[src/rtl/pipe_sequencer.sv]
// Pipeline sequencer: run-mode FSM, fetch PC, execute-latency counter and per-stage update codes.
// Optional EXEC-cycle / retire counters are built when PIPE_SEQ_PERF_CNT_EN is defined.
module pipe_sequencer #(
  parameter int unsigned     XLEN     = 32,
  parameter int unsigned     NSTAGE   = 3,
  parameter int unsigned     LAT_W    = 5,
  parameter logic [XLEN-1:0] RESET_PC = '0,
  parameter logic [XLEN-1:0] PC_STEP  = 4
) (
  input  logic                  clk,
  input  logic                  rstn,
  input  logic                  boot_req,
  input  logic                  load_done,
  input  logic                  ack_sent,
  input  logic                  stop_in,
  input  logic                  redirect_valid,
  input  logic [XLEN-1:0]       redirect_pc,
  input  logic                  jump_pend,
  input  logic [XLEN-1:0]       jump_pc,
  input  logic [LAT_W-1:0]      ex_wait,
  input  logic                  ex_busy,
  output logic [1:0]            mode,
  output logic [XLEN-1:0]       pc,
  output logic [2*NSTAGE-1:0]   upd,
  output logic                  ex_start,
  output logic [LAT_W-1:0]      lat,
  output logic [63:0]           cycle_cnt,
  output logic [63:0]           retire_cnt
);

  typedef enum logic [1:0] {
    ST_STALL = 2'd0,
    ST_LOAD  = 2'd1,
    ST_EXEC  = 2'd2,
    ST_STOP  = 2'd3
  } state_t;

  localparam logic [1:0]       UPD_HOLD  = 2'b00;
  localparam logic [1:0]       UPD_ADV   = 2'b01;
  localparam logic [1:0]       UPD_FLUSH = 2'b10;
  localparam logic [LAT_W-1:0] LAT_MAX   = '1;

  state_t           r_state, w_state_nxt;
  logic [XLEN-1:0]  r_pc, w_pc_nxt;
  logic [LAT_W-1:0] r_lat, w_lat_nxt;
  logic             r_ex_start;
  logic             w_jstall, w_exec_done, w_in_exec, w_retire, w_load_entry;
  logic [1:0]       w_upd_code;

  always_comb begin
    w_jstall     = jump_pend && (r_lat == '0);
    w_exec_done  = (r_lat >= ex_wait) && !ex_busy && !w_jstall;
    w_in_exec    = (r_state == ST_EXEC);
    w_retire     = w_in_exec && w_exec_done && !redirect_valid;
    w_load_entry = (r_state == ST_STALL) && boot_req;
  end

  always_comb begin
    w_state_nxt = r_state;
    w_pc_nxt    = r_pc;
    w_lat_nxt   = r_lat;
    w_upd_code  = UPD_FLUSH;
    case (r_state)
      ST_STALL: if (boot_req) w_state_nxt = ST_LOAD;
      ST_LOAD:  if (load_done && ack_sent) w_state_nxt = ST_EXEC;
      ST_EXEC: begin
        // stop_in only changes mode; this cycle's pc/lat action still happens
        if (stop_in) w_state_nxt = ST_STOP;
        if (redirect_valid) begin
          w_pc_nxt  = redirect_pc;
          w_lat_nxt = '0;
        end else if (w_exec_done) begin
          w_pc_nxt   = r_pc + PC_STEP;
          w_lat_nxt  = '0;
          w_upd_code = UPD_ADV;
        end else begin
          w_upd_code = UPD_HOLD;
          if (w_jstall) w_pc_nxt = jump_pc;
          if ((r_lat < ex_wait || w_jstall) && r_lat != LAT_MAX)
            w_lat_nxt = r_lat + LAT_W'(1);
        end
      end
      ST_STOP: if (boot_req) begin
        w_state_nxt = ST_STALL;
        w_pc_nxt    = RESET_PC;
        w_lat_nxt   = '0;
      end
      default: ;
    endcase
  end

  always_ff @(posedge clk) begin
    if (!rstn) begin
      r_state    <= ST_STALL;
      r_pc       <= RESET_PC;
      r_lat      <= '0;
      r_ex_start <= 1'b0;
    end else begin
      r_state    <= w_state_nxt;
      r_pc       <= w_pc_nxt;
      r_lat      <= w_lat_nxt;
      r_ex_start <= w_retire;
    end
  end

  always_comb begin
    mode     = r_state;
    pc       = r_pc;
    lat      = r_lat;
    ex_start = r_ex_start;
    upd      = {NSTAGE{w_upd_code}};
  end

`ifdef PIPE_SEQ_PERF_CNT_EN
  logic [63:0] r_cycle_cnt, r_retire_cnt;

  always_ff @(posedge clk) begin
    if (!rstn || w_load_entry) begin
      r_cycle_cnt  <= '0;
      r_retire_cnt <= '0;
    end else begin
      if (w_in_exec) r_cycle_cnt  <= r_cycle_cnt + 64'd1;
      if (w_retire)  r_retire_cnt <= r_retire_cnt + 64'd1;
    end
  end

  always_comb begin
    cycle_cnt  = r_cycle_cnt;
    retire_cnt = r_retire_cnt;
  end
`else
  logic w_unused;
  always_comb begin
    cycle_cnt  = '0;
    retire_cnt = '0;
    w_unused   = w_load_entry;
  end
`endif

endmodule

[config.mk]
export PLATFORM = sky130hd
export DESIGN_NAME = pipe_sequencer
export DESIGN_NICKNAME = d
export VERILOG_FILES = /design/src/rtl/pipe_sequencer.sv
export SDC_FILE = /design/constraint.sdc
export NUM_CORES = 1
export LEC_CHECK = 0
export ABC_AREA = 1
export BUFFER_PORTS_ARGS = -buffer_cell sky130_fd_sc_hd__buf_2
export CORE_ASPECT_RATIO = 1.4
export CORE_MARGIN = 2
export CORE_UTILIZATION = 41
export DETAILED_ROUTE_END_ITERATION = 10
export PLACE_DENSITY = 0.79
export SETUP_SLACK_MARGIN = 0.2
export SYNTH_ARGS = -nofsm -noshare
export SYNTH_HDL_FRONTEND = slang
export SYNTH_SLANG_ARGS = --single-unit
[constraint.sdc]
create_clock -name clk -period 1.75 [get_ports clk]
set_input_delay 0 -clock clk [delete_from_list [all_inputs] [get_ports clk]]
set_output_delay 0 -clock clk [all_outputs]
set_load 0.02 [all_outputs]
==> results by group, run 1 <==
Outcome
  – Status: finished with violations
  – Failing checks: setup timing

Critical path
  – Required time of the critical path: 1960 ps
  – Crit path largest cell delay: 350 ps
  – Crit Path Max Fanout: 6
  – Crit path kind: flop to flop
  – Top delay family on crit path: simple AND/OR/NAND/NOR gates
  – Crit-path cells: ha_4, nand2_2, inv_2, nand4_1, nand3_2, nand2_2, nand2_4, nand3_4, buf_12, nor2_4, nand3_2, a21oi_2
  – CP max stage cell: dfxtp_4
  – Crit end category: flop
  – Buf/Inv on CP: 2
  – Worst path arrival time: 2130 ps
  – Critical path launch point type: flop

Min path
  – Worst Hold Class: primary input to flop

Global route
  – Antenna violations before repair: 0
  – First-pass GRT wire length: 19.2 mm
  – Largest net degree at the start of global routing: 38
  – Vias in the first global route: 4151
  – Grt ovf: 0
  – Total GRT Usage: 20.9%

Clock tree
  – Worst-Skew Late Latency: 290 ps
  – H-tree depth: 2
  – Clock Tree Root: clkbuf_16
  – CTS Sinks: 40
  – Clk pin slew, worst setup/hold paths: 60 ps
  – CTS buffer count: 5
  – CTS tree: yes
  – Max Buffers Root-to-Sink: 2

Synth
  – Seq/Total Area, Yosys: 18.5%
  – Post-synth top area share: 23.7%
  – Largest area contributor in the netlist: buf_4
  – Yosys reg bits: 40
  – Primary FF master, synth: dfxtp_1
  – Top-count cell post-synth: nand2_1
  – Synth cell types: 36
  – EDFF count, synth: 0
  – Commonest cells in the netlist: 159 x nand2_1, 137 x buf_4, 119 x nor2_1
  – Post-synth ARST share: 0%
  – Syn. warnings: 0
  – Synthesized area: 4330 sq um
  – Syn Area/Cell: 6.23 sq um
  – Synth Instances: 696
  – Largest cells by area after synthesis: buf_4 24%, dfxtp_1 18%, nand2_1 14%

Drt
  – Initial DRC count: 198
  – Post-DRT Antenna Nets: 0
  – Vias: 4492
  – Final wirelength: 12.4 mm
  – Via density: 4.47
  – Routed len/inst: 12.4 um
  – Pre-Repair DR Iteration Count: 4
  – DRC errors left: 0

Floorplanning
  – Die Ht: 126 um
  – Die area: 11400 sq um
  – Total core area: 10300 sq um
  – Row count: 44
  – Starting density of the core: 41.9%
  – I/O Pins: 252
  – Die X: 90.9 um

Power and ir drop
  – Pint: 3340 uW
  – Pwr dens: 1120 nW/um^2
  – Leak Pwr: 0.00287 uW
  – Seq pwr share: 23.8%
  – Worst vdd ir: 802 uV
  – Clock network power share: 15.0%
  – Pwr Total: 6280 uW
  – Sw frac: 46.9%
  – Combinational power share: 61.2%
  – Sw power: 2940 uW

Finish
  – Area added between synthesis and finish: 29.0%
  – Layout cells sized above 1: 32.9%
  – Layout Cells excl Fill: 1005
  – Layout Utilization: 54.0%
  – # diodes: 0
  – Fin area: 5590 sq um
  – Final nets: 957

Placement
  – Hpwl dp: 9.67 mm
  – Routability Congestion: 0.913
  – Number of port buffers: 123
  – Dpl cell area: 5080 sq um
  – Dpl cells: 987

Timing
  – Least-Margin Pin Slew: 715 ps
  – Hold Fails Final Rpt: 0
  – Tmin final: 1920 ps
  – Fin crit share: 110%
  – TNS Setup: -4900 ps
  – Slew HR: 52.3%
  – Clock skew: 5.42 ps
  – Pins Over Slew Limit: 0
  – Final WS setup: -173 ps
  – Setup repair after global routing missed its margin: true
  – Achievable Freq: 520 MHz
  – Final setup vio count: 40

Run
  – Max cap viols: 0
==> power groups by stage <==
| stage | Combinational [uW] | Sequential [uW] | Clock, uW |
|---|---|---|---|
| finish | 3850 | 1490 | 942 |
| global route | 4170 | 1540 | 995 |
| CTS | 3680 | 1490 | 960 |
| floorplan | 2030 | 1870 | 0 |
| detailed placement | 3450 | 1510 | 0 |
| global placement | 3410 | 1500 | 0 |
==> cell families (layout without fill, tap and decap cells) <==
family | after synthesis | after routing | share of synthesized area [%]
other | 1 | 128 | 0.0865
xor gates and xnor gates | 22 | 22 | 4.45
AOI/OAI and AO/OA | 50 | 50 | 6.41
buffers and inverters | 212 | 255 | 31.0
adders and majority gates | 13 | 13 | 3.75
DFF | 40 | 40 | 18.5
and+or+nand+nor | 358 | 359 | 35.8
==> what timing repair did <==
action                                 CTS  global route
resized for setup                       45            26
gates cloned                             1             1
hold buffers                             1             0
buffers inserted                         6             1
setup endpoints to repair               40            41
endpoints found under the hold margin    3             0
pin swaps                                7            15
==> path summary, 6_finish.rpt <==
path / from / to / slack, ps / cells past startpoint
worst max-delay path: lat[3]$_SDFFE_PN0P_ / pc[17]$_SDFFE_PN0P_ / -170 / 12
worst min-delay path: jump_pc[5] / pc[5]$_SDFFE_PN0P_ / 70 / 5
worst max register to register: lat[3]$_SDFFE_PN0P_ / pc[17]$_SDFFE_PN0P_ / -170 / 12
worst min register to register: pc[0]$_SDFFE_PN0P_ / pc[0]$_SDFFE_PN0P_ / 460 / 2
==> worst reg2reg max path, stage by stage (launching register included) <==
cell	delay, ps
dfxtp_4	350
ha_4	260
nand2_2	50
inv_2	60
nand4_1	140
nand3_2	170
nand2_2	80
nand2_4	80
nand3_4	160
buf_12	200
nor2_4	80
nand3_2	80
a21oi_2	140
==> sequential cells by signal, summed over array words and instances (netlist names) <==
name,cells
ex_start,1
lat,5
mode,2
pc,32
==> metal layers <==
| metal | global-route usage, % | share of wire (%) |
|---|---|---|
| met5 | 0 | 0 |
| met4 | 7.04 | 2.1 |
| met3 | 4.96 | 8.0 |
| met2 | 41.4 | 55 |
| met1 | 20.9 | 35 |
==> cell usage in the layout, fill, tap and decap left out, types with 2 or more instances in the layout <==
master     Yosys  final
nand2_1      159    149
conb_1         1    128
buf_2          3    120
nor2_1       119    101
inv_1         57     55
buf_4        137     46
a21oi_1       36     33
dfxtp_1       40     31
nand3_1       31     22
nor2_2        12     18
xor2_1        17     17
nor2_4         1     14
nand3_2        4     11
nand2_2        3     10
nand4_1       10     10
buf_12         0      9
nor3_1         8      8
ha_1          13      8
buf_6          4      8
clkbuf_16      0      6
inv_2          5      5
a21oi_2        2      5
o21ai_0        5      5
xnor2_1        5      5
dfxtp_4        0      5
or2_2          4      4
ha_4           0      4
dfxtp_2        0      4
nand3_4        1      3
nand2_4        0      3
nand3b_1       2      2
inv_4          0      2
o21ai_2        0      2
clkbuf_1       6      2
==> metrics by stage <==
| step | hold WS, ps | setup slack [ps] |
|---|---|---|
| finish | 69.6 | -173 |
| global route | 93.1 | -275 |
| CTS | 68.0 | -62.6 |
| detailed placement | 287 | -152 |
| global placement | 278 | -89.6 |
| floorplan | 111 | -0.604 |
==> final cells by class <==
class                      count  area (sq um)
inverter                      62           238
timing repair buffer         185          1250
sequential                    40           825
tap                          138           173
multi-input combinational    572          2960
fill                        1060          4760
clock buffer                   8           146
(Power assumes the default switching activity.)
==> run 2, diff against run 1 <==
- CELL_PAD_IN_SITES_DETAIL_PLACEMENT: unset -> 1
- CELL_PAD_IN_SITES_GLOBAL_PLACEMENT: unset -> 1
- CORE_UTILIZATION: 41 -> 26
- PLACE_DENSITY: 0.79 -> unset
- PLACE_DENSITY_LB_ADDON: unset -> 0.1
==> results by group, run 2 (synthesis gave the netlist of run 1 again) <==
Finish
  – # diodes: 0 (unchanged)
  – Most frequent cells in the layout: 147 x nand2_1, 128 x conb_1, 120 x buf_2
  – Number of flip-flops in the largest register: 32 (unchanged)
  – Layout cells sized above 1: 33.4% (+0.54 points)
  – Layout Cells excl Fill: 1079 (+7.4%)
  – Most common cell after layout, fill and taps aside: nand2_1
  – Area added between synthesis and finish: 33.4%
  – Final nets: 970 (+1.4%)

Timing
  – Pins Over Slew Limit: 0 (unchanged)
  – Tmin final: 1960 ps (+33.7 ps)
  – Achievable Freq: 511 MHz (-1.7%)
  – Final setup vio count: 40 (unchanged)
  – Final WS setup: -206 ps (-33.7 ps)
  – Fin crit share: 112% (+1.9 points)
  – Hold_ws: 56.1 ps (-13.4 ps)
  – Clock skew: 4.42 ps (-1.00 ps)
  – Setup repair after global routing missed its margin: true
  – Hold Fails Final Rpt: 0 (unchanged)

Min path
  – Hold depth: 5 (unchanged)
  – Hold Path End: pc[0]$_SDFFE_PN0P_
  – HP Start: jump_pc[0]
  – Worst Hold Class: primary input to flop

Clock tree
  – CTS buffer count: 5 (unchanged)
  – H-tree depth: 2 (unchanged)
  – CTS tree: yes
  – Clock Tree Root: clkbuf_16
  – Max Buffers Root-to-Sink: 2 (unchanged)
  – CTS Sinks: 40 (unchanged)
  – Clk pin slew, worst setup/hold paths: 60 ps (about the same)
  – Worst-Skew Late Latency: 290 ps (about the same)

Placement
  – Number of port buffers: 123 (unchanged)
  – Pre-CTS setup slack: -279 ps (-128 ps)
  – Dpl cells: 1060 (+7.4%)
  – Hpwl dp: 12.3 mm (+27%)
  – Routability Congestion: 0.846 (-7.3%)

Global route
  – Vias in the first global route: 4556 (+9.8%)
  – Largest net degree at the start of global routing: 24 (-37%)
  – Grt ovf: 0 (unchanged)
  – Antenna violations before repair: 0 (unchanged)
  – First-pass GRT wire length: 22.5 mm (+17%)
  – Total GRT Usage: 16.0% (-4.8 points)

Critical path
  – RR Startpoint: lat[4]$_SDFFE_PN0P_
  – Cell depth of the worst flop-to-flop path: 13 (+1)
  – Required time of the critical path: 1960 ps (about the same)
  – Worst path arrival time: 2170 ps (+40 ps)
  – Crit path kind: flop to flop
  – Worst R2R Setup Slack: -210 ps (-30 ps)
  – Crit Path Max Fanout: 5 (-1)
  – Critical path launch point type: flop
  – RR Endpoint: pc[2]$_SDFFE_PN0P_
  – Crit end category: flop

Drt
  – Initial DRC count: 113 (-43%)
  – Vias: 4494 (+0.045%)
  – Via density: 4.16 (-6.8%)
  – Routed len/inst: 14.1 um (+14%)
  – DRC errors left: 15 (+15)
  – Post-DRT Antenna Nets: 0 (unchanged)
  – Pre-Repair DR Iteration Count: 7 (+3)
  – Final wirelength: 15.2 mm (+22%)

Power and ir drop
  – Leak Pwr: 0.00298 uW (+3.7%)
  – Pwr dens: 1100 nW/um^2 (-2.3%)
  – Worst vdd ir: 500 uV (-38%)
  – Pwr Total: 6340 uW (+1.0%)

Floorplanning
  – Row count: 55 (+25%)
  – Die area: 17700 sq um (+55%)
  – Die X: 113 um (+24%)
  – Total core area: 16200 sq um (+57%)
  – Starting density of the core: 26.7% (-15 points)
  – Die Ht: 157 um (+25%)
  – I/O Pins: 252 (unchanged)

Outcome
  – Status: finished with violations
  – Failing checks: DRC, setup timing

Run
  – Max cap viols: 0 (unchanged)
## run 2: changes by cell type in the layout (fill, tap and decap cells not counted), moves of 7 or more
cell,previous run,this run
buf_4,46,55
a21oi_1,33,26
nor2_1,101,112
a21oi_2,5,12
nor2_4,14,5
## run 2: worst max-delay path, cell delays in order, from the launching register on
cell	delay, ps
dfxtp_4	350
ha_4	260
nand2_2	50
inv_2	70
nand4_1	130
nand3_2	140
nand3_4	130
buf_12	160
nor2_8	140
buf_12	140
nand2_4	40
nand3_2	50
nand2_2	60
a21oi_2	150
## run 2: metal layers
metal / vias to the layer above / share of wire (%) / track usage, %
li1: 2258 / - / -
met1: 2077 / 38 / 17.0
met2: 145 / 56 / 32.0
met3: 14 / 5.0 / 2.87
met4: 0 / 1.4 / 3.95
met5: - / 0 / 0
## run 2: final cells by class
class | instances | area, sq um
clock buffer | 5 | 125
clock inverter | 3 | 37.5
fill | 2186 | 10500
inverter | 62 | 235
multi-input combinational | 571 | 2920
sequential | 40 | 825
tap | 199 | 249
timing repair buffer | 199 | 1390
## run 2: metrics by stage
step | TNS, ps | util, % | instance area, sq um
2_1_floorplan | -0.604 | - | 4930
3_3_place_gp | -3410 | 32.0 | 5200
3_5_place_dp | -5400 | 32.0 | 5200
4_1_cts | -6150 | 33.5 | 5450
5_1_grt | -10200 | 35.6 | 5780
6_report | -5500 | 35.6 | 5780
## run 2: power by group
part / leakage (uW) / switching [uW] / internal, uW / total [uW]
sequential: 0.000332 / 285 / 1210 / 1490
combinational: 0.00257 / 2290 / 1510 / 3790
clock: 0.0000789 / 394 / 664 / 1060
## run 2: worst max path at each step
stage,startpoint,cells after the start,to
2_1_floorplan,lat[4]$_SDFFE_PN0P_,12,pc[21]$_SDFFE_PN0P_
3_3_place_gp,lat[2]$_SDFFE_PN0P_,10,lat[3]$_SDFFE_PN0P_
3_5_place_dp,lat[2]$_SDFFE_PN0P_,10,lat[3]$_SDFFE_PN0P_
4_1_cts,lat[2]$_SDFFE_PN0P_,10,lat[3]$_SDFFE_PN0P_
5_1_grt,lat[3]$_SDFFE_PN0P_,12,pc[6]$_SDFFE_PN0P_
6_report,lat[4]$_SDFFE_PN0P_,13,pc[2]$_SDFFE_PN0P_
## run 2: timing repair
action	in CTS	in global routing
resized for setup	8	63
endpoints found under the hold margin	1	0
pin swaps	0	16
buffers inserted	3	5
hold buffers	1	0
gates cloned	0	2
setup endpoints to repair	41	42
==> run 3, diff against run 2 <==
- CORE_ASPECT_RATIO: 1.4 -> unset
==> results by group, run 3 (synthesis gave the netlist of run 1 again) <==
Outcome
  – Status: finished with violations
  – Failing checks: setup timing

Timing
  – Fin crit share: 108% (-3.8 points)
  – Achievable Freq: 529 MHz (+3.5%)
  – Slew HR: 61.2%
  – Clock skew: 6.57 ps (+2.15 ps)
  – Least-Margin Pin Slew: 581 ps
  – Final WS setup: -140 ps (+66.2 ps)
  – Final setup vio count: 40 (unchanged)
  – Hold Fails Final Rpt: 0 (unchanged)
  – Tmin final: 1890 ps (-66.2 ps)
  – Pins Over Slew Limit: 0 (unchanged)
  – Hold_ws: 43.9 ps (-12.2 ps)
  – Setup repair after global routing missed its margin: true

Floorplanning
  – I/O Pins: 252 (unchanged)
  – Die X: 133 um (+18%)
  – Starting density of the core: 26.3% (-0.37 points)
  – Die Ht: 133 um (-15%)
  – Total core area: 16500 sq um (+1.4%)
  – Row count: 47 (-15%)
  – Die area: 17700 sq um (about the same)

Critical path
  – Worst R2R Setup Slack: -140 ps (+70 ps)
  – RR Endpoint: lat[1]$_SDFFE_PN0P_
  – Cell depth of the worst flop-to-flop path: 13 (unchanged)
  – Crit path kind: flop to flop
  – Required time of the critical path: 1980 ps (+20 ps)
  – Critical path launch point type: flop
  – RR Startpoint: lat[2]$_SDFFE_PN0P_
  – Crit end category: flop
  – Crit Path Max Fanout: 5 (unchanged)
  – Worst path arrival time: 2120 ps (-50 ps)

Placement
  – Routability Congestion: 0.844 (-0.24%)
  – Hpwl dp: 11.8 mm (-3.5%)
  – Number of port buffers: 123 (unchanged)

Global route
  – Total GRT Usage: 16.5% (+0.43 points)
  – Antenna violations before repair: 4 (+4)
  – First-pass GRT wire length: 23.3 mm (+3.5%)
  – Vias in the first global route: 4660 (+2.3%)
  – Grt ovf: 0 (unchanged)
  – Largest net degree at the start of global routing: 23 (-4.2%)

Drt
  – Vias: 4424 (-1.6%)
  – DRC errors left: 0 (-15)
  – Routed len/inst: 13.3 um (-5.5%)
  – Pre-Repair DR Iteration Count: 4 (-3)
  – Via density: 4.01 (-3.8%)
  – Final wirelength: 14.7 mm (-3.3%)
  – Initial DRC count: 101 (-11%)
  – Post-DRT Antenna Nets: 0 (unchanged)

Clock tree
  – H-tree depth: 2 (unchanged)
  – CTS Sinks: 40 (unchanged)
  – CTS buffer count: 5 (unchanged)
  – Max Buffers Root-to-Sink: 2 (unchanged)
  – Clock Tree Root: clkbuf_16
  – Clk pin slew, worst setup/hold paths: 70 ps (about the same)
  – Worst-Skew Late Latency: 300 ps (about the same)
  – CTS tree: yes

Power and ir drop
  – Combinational power share: 59.6% (-0.2 points)
  – Clock network power share: 17.3% (+0.6 points)
  – Worst vdd ir: 466 uV (-7.0%)
  – Pint: 3460 uW (+2.5%)
  – Pwr dens: 1120 nW/um^2 (+1.9%)
  – Sw frac: 46.6% (-0.12 points)
  – Sw power: 3030 uW (+2.0%)
  – Leak Pwr: 0.00296 uW (-0.45%)
  – Seq pwr share: 23.1% (-0.4 points)

Finish
  – Area added between synthesis and finish: 33.9%
  – Fillers: 2244 (+2.7%)
  – Number of flip-flops in the largest register: 32 (unchanged)
  – Most common cell after layout, fill and taps aside: nand2_1
  – Layout Utilization: 35.3% (-0.34 points)
  – Most frequent cells in the layout: 146 x nand2_1, 128 x conb_1, 120 x buf_2
  – Layout cells sized above 1: 34.1% (+0.64 points)
  – Final nets: 971 (+0.10%)

Min path
  – Hold depth: 5 (unchanged)
  – Hold Path End: pc[25]$_SDFFE_PN0P_
  – Worst Hold Class: primary input to flop
  – HP Start: jump_pc[25]

Run
  – Max cap viols: 0 (unchanged)
-- run 3: changes by cell type in the layout (fill, tap and decap cells not counted), moves of 3 or more --
cell,before,now
nor2_1,112,103
buf_4,55,62
nor2_2,15,22
a21oi_1,26,30
a21oi_2,12,8
buf_6,11,7
nand2_2,10,14
nand3_1,24,28
diode_2,0,3
nand2_4,5,2
nand3_2,8,5
-- run 3: what timing repair did --
| action | in CTS | in global routing |
|---|---|---|
| cloned | 1 | 0 |
| gates resized for setup | 41 | 29 |
| pin swaps | 4 | 6 |
| hold buffers | 1 | 0 |
| buffers inserted | 4 | 0 |
| hold endpoints to repair | 1 | 0 |
| endpoints found under the setup margin | 41 | 43 |
-- run 3: layout make-up --
type	instances	area [sq um]	share of cell area (%)
Multi-Input combinational cell	571	2920	50.3
Timing Repair Buffer	200	1360	23.5
Sequential cell	40	825	14.2
Tap cell	220	275	4.74
Inverter	62	240	4.14
Clock buffer	8	178	3.06
Antenna cell	3	7.51	0.129
-- run 3: critical path: stages, from the launching register on --
cell	delay (ps)
dfxtp_4	350
ha_4	220
nand2_2	70
nand2_2	50
a21oi_2	160
nand3_2	130
nand3_4	140
nand2_4	100
buf_6	140
nor2_4	170
nand2_1	70
nand2_1	60
o21ai_1	60
nor2_1	80
-- run 3: per-layer routing --
metal / track usage (%) / routed length [um] / up-vias
met5: 0 / 11 / -
met4: 4.08 / 182 / 2
met3: 3.88 / 937 / 14
met2: 30.6 / 7480 / 133
met1: 19.0 / 6110 / 2011
li1: - / - / 2264
-- run 3: worst max-delay path by stage --
stage / cells past startpoint / startpoint / endpoint / slack (ps)
2_1_floorplan: 12 / lat[4]$_SDFFE_PN0P_ / pc[21]$_SDFFE_PN0P_ / -0.6
3_3_place_gp: 12 / lat[4]$_SDFFE_PN0P_ / lat[1]$_SDFFE_PN0P_ / -100
3_5_place_dp: 12 / lat[2]$_SDFFE_PN0P_ / lat[1]$_SDFFE_PN0P_ / -210
4_1_cts: 13 / lat[4]$_SDFFE_PN0P_ / pc[2]$_SDFFE_PN0P_ / -140
5_1_grt: 12 / lat[4]$_SDFFE_PN0P_ / pc[12]$_SDFFE_PN0P_ / -280
6_report: 13 / lat[2]$_SDFFE_PN0P_ / lat[1]$_SDFFE_PN0P_ / -140
-- run 3: metrics by stage --
step | TNS, ps | instances | worst slack [ps] | power [uW] | instance area [sq um]
after floorplan | -0.604 | 823 | -0.604 | 3900 | 4930
after global placement | -1350 | 1087 | -104 | 5070 | 5300
after detailed placement | -4500 | 1087 | -214 | 5130 | 5300
after CTS | -3920 | 1101 | -140 | 6490 | 5700
after global routing | -9080 | 1103 | -281 | 7000 | 5800
final | -4080 | 1104 | -140 | 6490 | 5810
-- run 3: power by group through the flow --
stage	Clock, uW	Combinational (uW)	Sequential, uW
floorplan	0	2030	1870
global placement	0	3550	1520
detailed placement	0	3610	1520
CTS	1160	3820	1510
global route	1180	4270	1540
finish	1120	3870	1500
